`config.mk`:
```
export PLATFORM = sky130hd
export DESIGN_NAME = perceptron_cmd_parser
export DESIGN_NICKNAME = d
export VERILOG_FILES = /design/src/rtl/perceptron_cmd_parser.sv
export SDC_FILE = /design/constraint.sdc
export NUM_CORES = 1
export LEC_CHECK = 0
export ABC_AREA = 1
export ABC_CLOCK_PERIOD_IN_PS = 2590
export CORE_ASPECT_RATIO = 1.2
export CORE_MARGIN = 2
export CORE_UTILIZATION = 45
export DETAILED_ROUTE_END_ITERATION = 6
export MAX_ROUTING_LAYER = met4
export PLACE_DENSITY = 0.69
export SLEW_MARGIN = 10
export SYNTH_ARGS = -nofsm -noshare
export SYNTH_HDL_FRONTEND = slang
export SYNTH_SLANG_ARGS = --single-unit
export TNS_END_PERCENT = 1
```
`constraint.sdc`:
```
create_clock -name clk -period 2.59 [get_ports clk]
set_input_delay 0.518 -clock clk [delete_from_list [all_inputs] [get_ports clk]]
set_output_delay 0.518 -clock clk [all_outputs]
set_load 0.02 [all_outputs]
```
`src/rtl/perceptron_cmd_parser.sv`:
```
// ============================================================================
// perceptron_cmd_parser : UART frame decoder {SYNC,OP,D0..D3} -> valid/ready command
// Revision 1.0 : initial release
// ============================================================================
`default_nettype none

module perceptron_cmd_parser #(
  parameter logic [7:0] SYNC_BYTE = 8'd100,
  parameter logic [7:0] OP_MASK   = 8'h67,
  parameter int         TIMEOUT   = 50000,
  parameter int         TO_W      = 16
) (
  input  logic        clk,
  input  logic        nRst,
  input  logic        rx_valid,
  input  logic [7:0]  rx_data,
  output logic        cmd_valid,
  input  logic        cmd_ready,
  output logic [7:0]  cmd_op,
  output logic [31:0] cmd_data,
  output logic        err_op,
  output logic        err_timeout,
  output logic        err_overrun
);

  typedef enum logic [1:0] {
    S_IDLE = 2'd0,
    S_OP   = 2'd1,
    S_DATA = 2'd2,
    S_HOLD = 2'd3
  } state_t;

  localparam logic [TO_W-1:0] TIMEOUT_C = TO_W'(TIMEOUT);

  state_t            state_q, state_d;
  logic [1:0]        cnt_q, cnt_d;
  logic [TO_W-1:0]   gap_q, gap_d;
  logic [7:0]        op_q, op_d;
  logic [31:0]       data_q, data_d;
  logic              valid_q, valid_d;
  logic              err_op_q, err_op_d;
  logic              err_to_q, err_to_d;
  logic              err_ov_q, err_ov_d;

  logic              timed_out;
  logic              op_legal;

  // Timeout fires once the gap counter has reached TIMEOUT; a byte arriving
  // on that same cycle is dropped.
  assign timed_out = (gap_q == TIMEOUT_C);
  assign op_legal  = (op_q[7:3] == 5'd0) && OP_MASK[op_q[2:0]];

  always_comb begin
    state_d  = state_q;
    cnt_d    = cnt_q;
    gap_d    = gap_q;
    op_d     = op_q;
    data_d   = data_q;
    valid_d  = valid_q;
    err_op_d = 1'b0;
    err_to_d = 1'b0;
    err_ov_d = 1'b0;

    case (state_q)
      S_IDLE: begin
        gap_d = '0;
        cnt_d = 2'd0;
        if (rx_valid && (rx_data == SYNC_BYTE)) begin
          state_d = S_OP;
        end
      end

      S_OP: begin
        if (timed_out) begin
          err_to_d = 1'b1;
          gap_d    = '0;
          state_d  = S_IDLE;
        end else if (rx_valid) begin
          op_d    = rx_data;
          cnt_d   = 2'd0;
          gap_d   = '0;
          state_d = S_DATA;
        end else begin
          gap_d = gap_q + TO_W'(1);
        end
      end

      S_DATA: begin
        if (timed_out) begin
          err_to_d = 1'b1;
          gap_d    = '0;
          state_d  = S_IDLE;
        end else if (rx_valid) begin
          data_d[{cnt_q, 3'b000} +: 8] = rx_data;
          cnt_d = cnt_q + 2'd1;
          gap_d = '0;
          if (cnt_q == 2'd3) begin
            if (op_legal) begin
              valid_d = 1'b1;
              state_d = S_HOLD;
            end else begin
              err_op_d = 1'b1;
              state_d  = S_IDLE;
            end
          end
        end else begin
          gap_d = gap_q + TO_W'(1);
        end
      end

      S_HOLD: begin
        gap_d = '0;
        // Bytes here are lost even if the handshake completes this cycle.
        if (rx_valid) begin
          err_ov_d = 1'b1;
        end
        if (valid_q && cmd_ready) begin
          valid_d = 1'b0;
          state_d = S_IDLE;
        end
      end

      default: begin
        state_d = S_IDLE;
      end
    endcase
  end

  always_ff @(posedge clk or negedge nRst) begin
    if (!nRst) begin
      state_q  <= S_IDLE;
      cnt_q    <= 2'd0;
      gap_q    <= '0;
      op_q     <= 8'd0;
      data_q   <= 32'd0;
      valid_q  <= 1'b0;
      err_op_q <= 1'b0;
      err_to_q <= 1'b0;
      err_ov_q <= 1'b0;
    end else begin
      state_q  <= state_d;
      cnt_q    <= cnt_d;
      gap_q    <= gap_d;
      op_q     <= op_d;
      data_q   <= data_d;
      valid_q  <= valid_d;
      err_op_q <= err_op_d;
      err_to_q <= err_to_d;
      err_ov_q <= err_ov_d;
    end
  end

  assign cmd_valid   = valid_q;
  assign cmd_op      = op_q;
  assign cmd_data    = data_q;
  assign err_op      = err_op_q;
  assign err_timeout = err_to_q;
  assign err_overrun = err_ov_q;

endmodule

`default_nettype wire

```
==> metrics.md <==
| Metric | Value |
|---|---|
| Status | `finished, final reports clean` |
| Hold Path Class | `input pin to asynchronous set/reset pin` |
| # IOs | `56` |
| Core area | `0.00766 sq mm` |
| Initial Util | `roughly 46%` |
| Post-synth EDFFs | `0` |
| Worst-path maximum fanout | `13` |
| Die height | `101 um` |
| Setup_tns | `0 ns` |
| Ant diodes | `0` |
| Sink Count | `64` |
| Max-cap violations | `0` |
| Share of the synthesized area in the top cell type | `a little under half` |
| Slew margin rel. | `~65%` |
| CTS tree | `built` |
| Min cycle time layout | `2.09 ns` |
| # Post-CTS Setup Buffers | `0` |
| Crit path buf inv count | `1` |
| Row count | `35` |
| Worst Path Required | `2.88 ns` |
| Avg Cell Area, Syn | `approximately 8 sq um` |
| Via density | `5.05` |
| Syn nets | `471` |
| Initial antenna violation count | `0` |
| Post-Route WL | `approximately 8000 um` |
| Fillers | `677` |
| Share of cells above drive strength 1 | `11.6%` |
| Non-Filler Instances | `601` |
| Footprint of the multi-input gates | `0.00167 sq mm` |
| Die ar. | `0.00858 sq mm` |
| Worst vdd ir | `0.399 mV` |
| Synth Warn # | `0` |
| Crit start category | `register` |
| CP max stage delay | `0.59 ns` |
| DR vias | `3035` |
| H-tree Lvls | `3` |
| Area leader, netlist | `dfrtp_1` |
| Clk slew on worst S/H paths | `0.08 ns` |
| Vias in the first global route | `approximately 3000` |
| Least-Margin Pin Slew | `0.528 ns` |
| Largest net degree at the start of global routing | `65` |
| Pwr dens | `781 mW/mm^2` |
| Cell area after synthesis | `0.00353 sq mm` |
| Lkg Pwr | `2.11 nW` |
| Worst Skew | `around 0.0093 ns` |
| WL per Instance | `about 13 um` |
| Clk buf depth | `2` |
| Die span in x | `approximately 85 um` |
| Inst Count DP | `approximately 590` |
| Total grt overflow | `0` |
| Hold Buf Count CTS | `0` |
| Post-route design area | `0.00436 sq mm` |
| Root Buffer | `clkbuf_8` |
| P&R area growth vs syn | `23.3%` |
| First-pass GRT wire length | `14100 um` |
| Initial DRC Count | `approximately 200` |
| Hold Fails Final Rpt | `0` |
| RSZ-0062 raised after global routing | `false` |
| Pre-CTS setup slack | `0.429 ns` |
| Top delay family on crit path | `simple AND/OR/NAND/NOR gates` |
| Seq. cell area | `between 0.0015 and 0.002 sq mm` |
| Fmax | `479 MHz` |
| Post-cts sizing count | `0` |
| Post-synthesis sequential area ratio | `45.3%` |
| Most frequent CP cell | `nand2_1` |
| Port Buffers | `55` |
| Arrival @ worst endpoint | `2.38 ns` |
| Critical path class | `register to register` |
| # DRC | `0` |
| Post-synth ARST share | `100%` |
| Pins over their slew limit | `0` |
| Num CTS Buffers | `9` |
| Finish-stage setup viols | `0` |
| Fin nets | `529` |
| DP HPWL | `5980 um` |
| Global-route usage over all layers | `between 20% and 30%` |
| Post-route setup slack | `between 0.5 and 0.6 ns` |
| Crit end category | `register` |
| Area contributors post-synth | `dfrtp_1 (45%), nand2_1 (13%), nor2_1 (6.4%)` |
| Synth cell types | `33` |
| Synth Instances | `about 450` |
| Final Wtd Congestion | `0.918` |
| Tcrit/Tclk final | `80.7%` |
| Pre-antenna DRT Iters | `5` |
| Slowest stage cell, crit path | `dfrtp_1` |
| Predominant post-synthesis flop cell | `dfrtp_1` |
| Top-count cell post-synth | `nand2_1` |
| Placed Area | `0.00415 sq mm` |
| Worst skew pair latency | `0.35 ns` |
| Register bit count reported by yosys | `64` |
| Leading post-synthesis cells by instance count | `nand2_1 (126), dfrtp_1 (64), nor2_1 (60), inv_1 (41), nand3_1 (39)` |
| Routed Antenna Nets | `0` |
| Fin Hold WS | `0.156 ns` |
| CP cell instances | `inv_1 -> ha_1 -> nand2_1 -> nor3_1 -> nand3_2 -> nand2_1` |
[cell type report]
cell class	count	area share [%]
multi-input cells	324	38.3
flip-flops and latches	64	36.8
repair buffers	60	13.7
inverters	45	3.91
clock buffers	10	3.16
well taps	92	2.64
clock inverters	6	1.55
[per-stage QoR]
step	power (W)	utilization (%)
detailed placement	0.00254	54.2
global route	0.00365	56.8
global placement	0.00252	54.2
finish	0.00340	56.8
floorplan	0.00208	-
CTS	0.00344	56.8
[state kept, by name, indices dropped and copies added (netlist names)]
register     count
gap_q           16
cmd_op           8
err_timeout      1
cmd_data        32
cmd_valid        1
state_q          2
err_overrun      1
err_op           1
cnt_q            2
[where the power goes]
group | internal [W] | switching [W] | leakage, nW | total, W
sequential | 0.00115 | 0.000135 | 0.867 | 0.00129
clock | 0.000473 | 0.000413 | 0.0989 | 0.000886
combinational | 0.000474 | 0.000756 | 1.14 | 0.00123
[worst paths after layout]
kind / cells past startpoint / start / to / slack, ns
max: 6 / cnt_q[0]$_DFFE_PN0P_ / cmd_data[18]$_DFFE_PN0P_ / 0.50
min: 2 / nRst / gap_q[9]$_DFF_PN0_ / 0.16
max reg2reg: 6 / cnt_q[0]$_DFFE_PN0P_ / cmd_data[18]$_DFFE_PN0P_ / 0.50
min reg2reg: 2 / cmd_data[9]$_DFFE_PN0P_ / cmd_data[9]$_DFFE_PN0P_ / 0.47
max in group asynchronous: 2 / nRst / gap_q[15]$_DFF_PN0_ / 2.12
min in group clk: 2 / cmd_data[9]$_DFFE_PN0P_ / cmd_data[9]$_DFFE_PN0P_ / 0.47
[worst register-to-register path: cells and delay by family (launching register included)]
kind	cells	cell delay [ns]
buffers and inverters	1	0.22
DFF	1	0.59
and+or+nand+nor	4	0.70
adders and majority gates	1	0.53
[layout by cell type, fill, tap and decap left out, drive strengths merged, types with 2 or more instances in the layout]
| cell | instances |
|---|---|
| inv | 44 |
| a21oi | 11 |
| clkinv | 4 |
| clkdlybuf4s50 | 54 |
| nor3b | 3 |
| ha | 13 |
| nor3 | 13 |
| o21ai | 16 |
| buf | 6 |
| nand3 | 59 |
| dfrtp | 64 |
| nand4 | 3 |
| xor2 | 2 |
| clkinvlp | 2 |
| nand2 | 134 |
| nor2 | 64 |
| clkbuf | 10 |
[cell families after synthesis]
family                     share of synthesized area (%)
and+or+nand+nor                                     37.7
adders and majority gates                           4.61
DFF                                                 45.3
xor gates and xnor gates                           0.744
buffers and inverters                               7.40
AOI/OAI and AO/OA                                   4.25
[routing by layer]
layer	global-route usage, %	vias up	wire length [um]
li1	-	1535	-
met1	26.0	1424	3720
met2	34.5	63	3900
met3	4.59	13	328
met4	8.18	0	130
met5	-	-	0
(Power assumes the default switching activity.)
==> RTL change 1 (same settings) <==
Remove the register `err_ov_q`: a continuous assignment takes its place, so the output `err_overrun` follows one clock earlier.
--- a/src/rtl/perceptron_cmd_parser.sv
+++ b/src/rtl/perceptron_cmd_parser.sv
@@ -137,5 +137,4 @@
       err_op_q <= 1'b0;
       err_to_q <= 1'b0;
-      err_ov_q <= 1'b0;
     end else begin
       state_q  <= state_d;
@@ -147,7 +146,8 @@
       err_op_q <= err_op_d;
       err_to_q <= err_to_d;
-      err_ov_q <= err_ov_d;
     end
   end
+
+  assign err_ov_q = err_ov_d;
 
   assign cmd_valid   = valid_q;
Formal check against the unedited RTL: not equivalent (a bounded check fails within 10 cycles, from zero or initial values and one cycle with nRst low).
==> RTL change 1 against the original RTL <==
Highest routed layer unchanged; wire length decreased by 4.5%; synthesized area decreased by 0.89%; design area decreased by 0.46%; sequential share of layout area decreased by 0.41 points; largest cell class unchanged; critical path depth decreased by 2; global-route usage decreased by 1.1 points; cell count increased by 0.33%; total power increased by 0.94%; setup slack got worse by 0.14 ns; first-iteration DRC count decreased by 27%; sequential cell count decreased by 1.
==> RTL change 1: results (changes against the original RTL) <==
vias in the first global route: 3011 (-1.4%)
dominant cells by area after synthesis: dfrtp_1 (45%), nand2_1 (14%), nor2_1 (6.0%), nand3_1 (5.9%), nand3_2 (5.7%)
layout cells sized above 1: 10.4% (-1.2 points)
final wirelength: 7710 um (-4.5%)
CP max stage cell: clkdlybuf4s50_1
number of vias per cell: 4.98 (-1.4%)
Clk. pwr: 0.000867 W (-2%)
nets: 533 (+0.76%)
M1 WL: 3500 um (-5.9%)
Placed Area: 4140 um^2 (-0.30%)
crit-path max FO: 5 (-8)
top cells by count, synth: nand2_1 (129), dfrtp_1 (63), nor2_1 (56)
placed cells: 588 (+0.51%)
Worst-path clk slew: 0.06 ns (-0.02 ns)
Post-Synth Adder-Cell Area: 5.00% (+0.40 points)
Synth Area in XOR/XNOR: 1.00% (+0.26 points)
Worst-Margin Slew: 0.811 ns (+0.283 ns)
Met3 Wirelength: 271 um (-17%)
RD Place Congestion: 0.803 (-13%)
largest net degree at the start of global routing: 64 (-1.5%)
Post-Place Setup Slack: 0.379 ns (-0.0502 ns)
number of library cell types mapped by synthesis: 30 (-9.1%)
status: complete, no violations
latest clock arrival within the worst-skew pair: 0.35 ns (about the same)
net switching power: 0.00132 W (+1.1%)
Compound-Gate Fraction of Synth Area: 3.61% (-0.64 points)
CP top delay family: buffers and inverters
Detailed Place HPWL: 5640 um (-5.6%)
worst endpoint data arrival time: 1.71 ns (-0.67 ns)
met2 wire length: 3800 um (-2.5%)
global-route wire length before repair: 13400 um (-4.6%)
Leak: 2.14 nW (+1.5%)
peak supply drop: 0.000398 V (-0.25%)
Non-Filler Instances: 603 (+0.33%)
Mapped Nets: 474 (+0.64%)
Seq pwr share: 36.6% (-1.2 points)
clock share of power: 25.2% (-0.9 points)
Clock Skew: 0.0118 ns (+0.00252 ns)
first drt pass iteration count: 4 (-1)
## RTL change 1: final timing paths
check	startpoint	end	slack, ns	cells past startpoint
max	state_q[1]	err_overrun	0.37	4
min	nRst	cmd_op[2]	0.31	2
max reg2reg	cnt_q[1]	cmd_data[0]	0.64	7
min reg2reg	cmd_data[7]	cmd_data[7]	0.47	2
max in group asynchronous	nRst	cmd_data[10]	1.71	2
min in group clk	cmd_data[7]	cmd_data[7]	0.47	2
## RTL change 1: metal layers
| metal | vias to the layer above | track usage (%) |
|---|---|---|
| li1 | 1529 | - |
| met1 | 1403 | 23.8 |
| met2 | 55 | 33.6 |
| met3 | 16 | 4.50 |
| met4 | 0 | 7.94 |
| met5 | - | - |
## RTL change 1: area by class of cell
class | count | area [um^2]
Fill cell | 722 | 3280
Inverter | 51 | 191
Timing Repair Buffer | 60 | 596
Multi-Input combinational cell | 322 | 1660
Clock inverter | 3 | 42.5
Clock buffer | 12 | 155
Tap cell | 92 | 115
Sequential cell | 63 | 1580
==> RTL change 2 (same flow settings) <==
Made on the original files. The parameter `TO_W` goes from 16 to 14.
--- a/src/rtl/perceptron_cmd_parser.sv
+++ b/src/rtl/perceptron_cmd_parser.sv
@@ -9,5 +9,5 @@
   parameter logic [7:0] OP_MASK   = 8'h67,
   parameter int         TIMEOUT   = 50000,
-  parameter int         TO_W      = 16
+  parameter int         TO_W      = 14
 ) (
   input  logic        clk,
Formal check against the unedited RTL: no difference found for any inputs over 10 cycles, from zero or initial values and one cycle with nRst low; that may be too few to reach the edited logic, so the function may still have changed.
==> RTL change 2 against the original RTL <==
Design area decreased by 3.0%; worst hold slack improved by 0.075 ns; critical path depth increased by 7; sequential cell count decreased by 2; total power decreased by 1.5%; maximum frequency increased by 6.1%; clock skew decreased by 0.0027 ns; synthesized area decreased by 2.8%; combinational power increased by 3%; setup slack improved by 0.12 ns; global-route usage decreased by 1.0 points; wire length decreased by 6.5%; largest power group is now combinational logic; highest routed layer unchanged.
==> RTL change 2: results (changes against the original RTL) <==
Worst Reg-to-Reg Cells: 13 (+7)
first drt pass iteration count: 4 (-1)
crit path launch: gap_q[0]
number of fill cells in the layout: 668 (-1.3%)
dominant cells by area after synthesis: dfrtp_1 (45%), nand2_1 (15%), nor2_1 (7.0%), nand3_2 (6.1%), ha_1 (4.7%)
top cells by count, synth: nand2_1 (140), nor2_1 (64), dfrtp_1 (62)
GRT Resource Usage Total: 20.2% (-1.0 points)
syn avg cell area: 7.85 um^2 (-0.83%)
hold_ws: 0.232 ns (+0.0755 ns)
Total Power: 0.00335 W (-1.5%)
peak supply drop: 0.000463 V (+16%)
worst endpoint data arrival time: 2.19 ns (-0.19 ns)
FF+latch count, synth: 62 (-3.1%)
R2R Path End: cmd_data[17]
vias in the first global route: 2920 (-4.4%)
largest net degree at the start of global routing: 33 (-49%)
Mapped Nets: 462 (-1.9%)
number of library cell types mapped by synthesis: 26 (-21%)
Leak: 2.11 nW (-0.10%)
comb pwr: 0.00127 W (+3%)
number of DRC markers in iteration 0: 136 (-32%)
layout cells sized above 1: 10.6% (-0.97 points)
worst reg-to-reg setup slack: 0.62 ns (+0.12 ns)
status: complete, no violations
Post-Place Setup Slack: 0.444 ns (+0.0143 ns)
worst stage delay on the critical path: 0.39 ns (-0.20 ns)
crit-path max FO: 26 (+13)
power per standard cell area: 793 nW/um^2 (+1.5%)
clock share of power: 25.0% (-1.1 points)
Clock Skew: 0.00661 ns (-0.00269 ns)
Detailed Place HPWL: 5660 um (-5.3%)
nets: 520 (-1.7%)
final wirelength: 7550 um (-6.5%)
Seq/Total Area, Yosys: 45.2% (-0.14 points)
Placed Area: 4040 um^2 (-2.7%)
RD Place Congestion: 0.898 (-2.2%)
placed cells: 574 (-1.9%)
Non-Filler Instances: 589 (-2.0%)
global-route wire length before repair: 13100 um (-6.8%)
Relative slew margins: 51.6% (-13 points)
number of vias per cell: 4.94 (-2.3%)
-- RTL change 2: cell types whose count changed after synthesis, moves of 3 or more --
cell / unedited run / this run
buf_2: 7 / 4
nor2_1: 60 / 64
buf_12: 0 / 3
nand2_1: 126 / 140
nand3_1: 39 / 29
a21oi_1: 11 / 5
-- RTL change 2: kinds of logic (layout without fill, tap and decap cells) --
group,after synthesis,in the layout,share of synthesized area [%]
flops,62,62,45.2
compound gates,19,19,2.77
xor+xnor,2,2,0.510
buf+inv,55,117,7.58
fa+ha+maj,13,13,4.74
simple gates,286,286,39.2
-- RTL change 2: layout make-up --
class / count / share of cell area (%)
multi-input combinational: 320 / 38.3
sequential: 62 / 36.7
timing repair buffer: 57 / 13.9
inverter: 45 / 4.00
clock buffer: 11 / 3.34
tap: 90 / 2.66
clock inverter: 4 / 1.12
-- RTL change 2: layer usage --
layer	vias to the layer above	global-route usage, %	wire length (um)
met2	61	32.7	3660
met5	-	-	0
met3	17	4.56	287
met1	1346	24.4	3420
met4	0	8.81	181
li1	1483	-	-
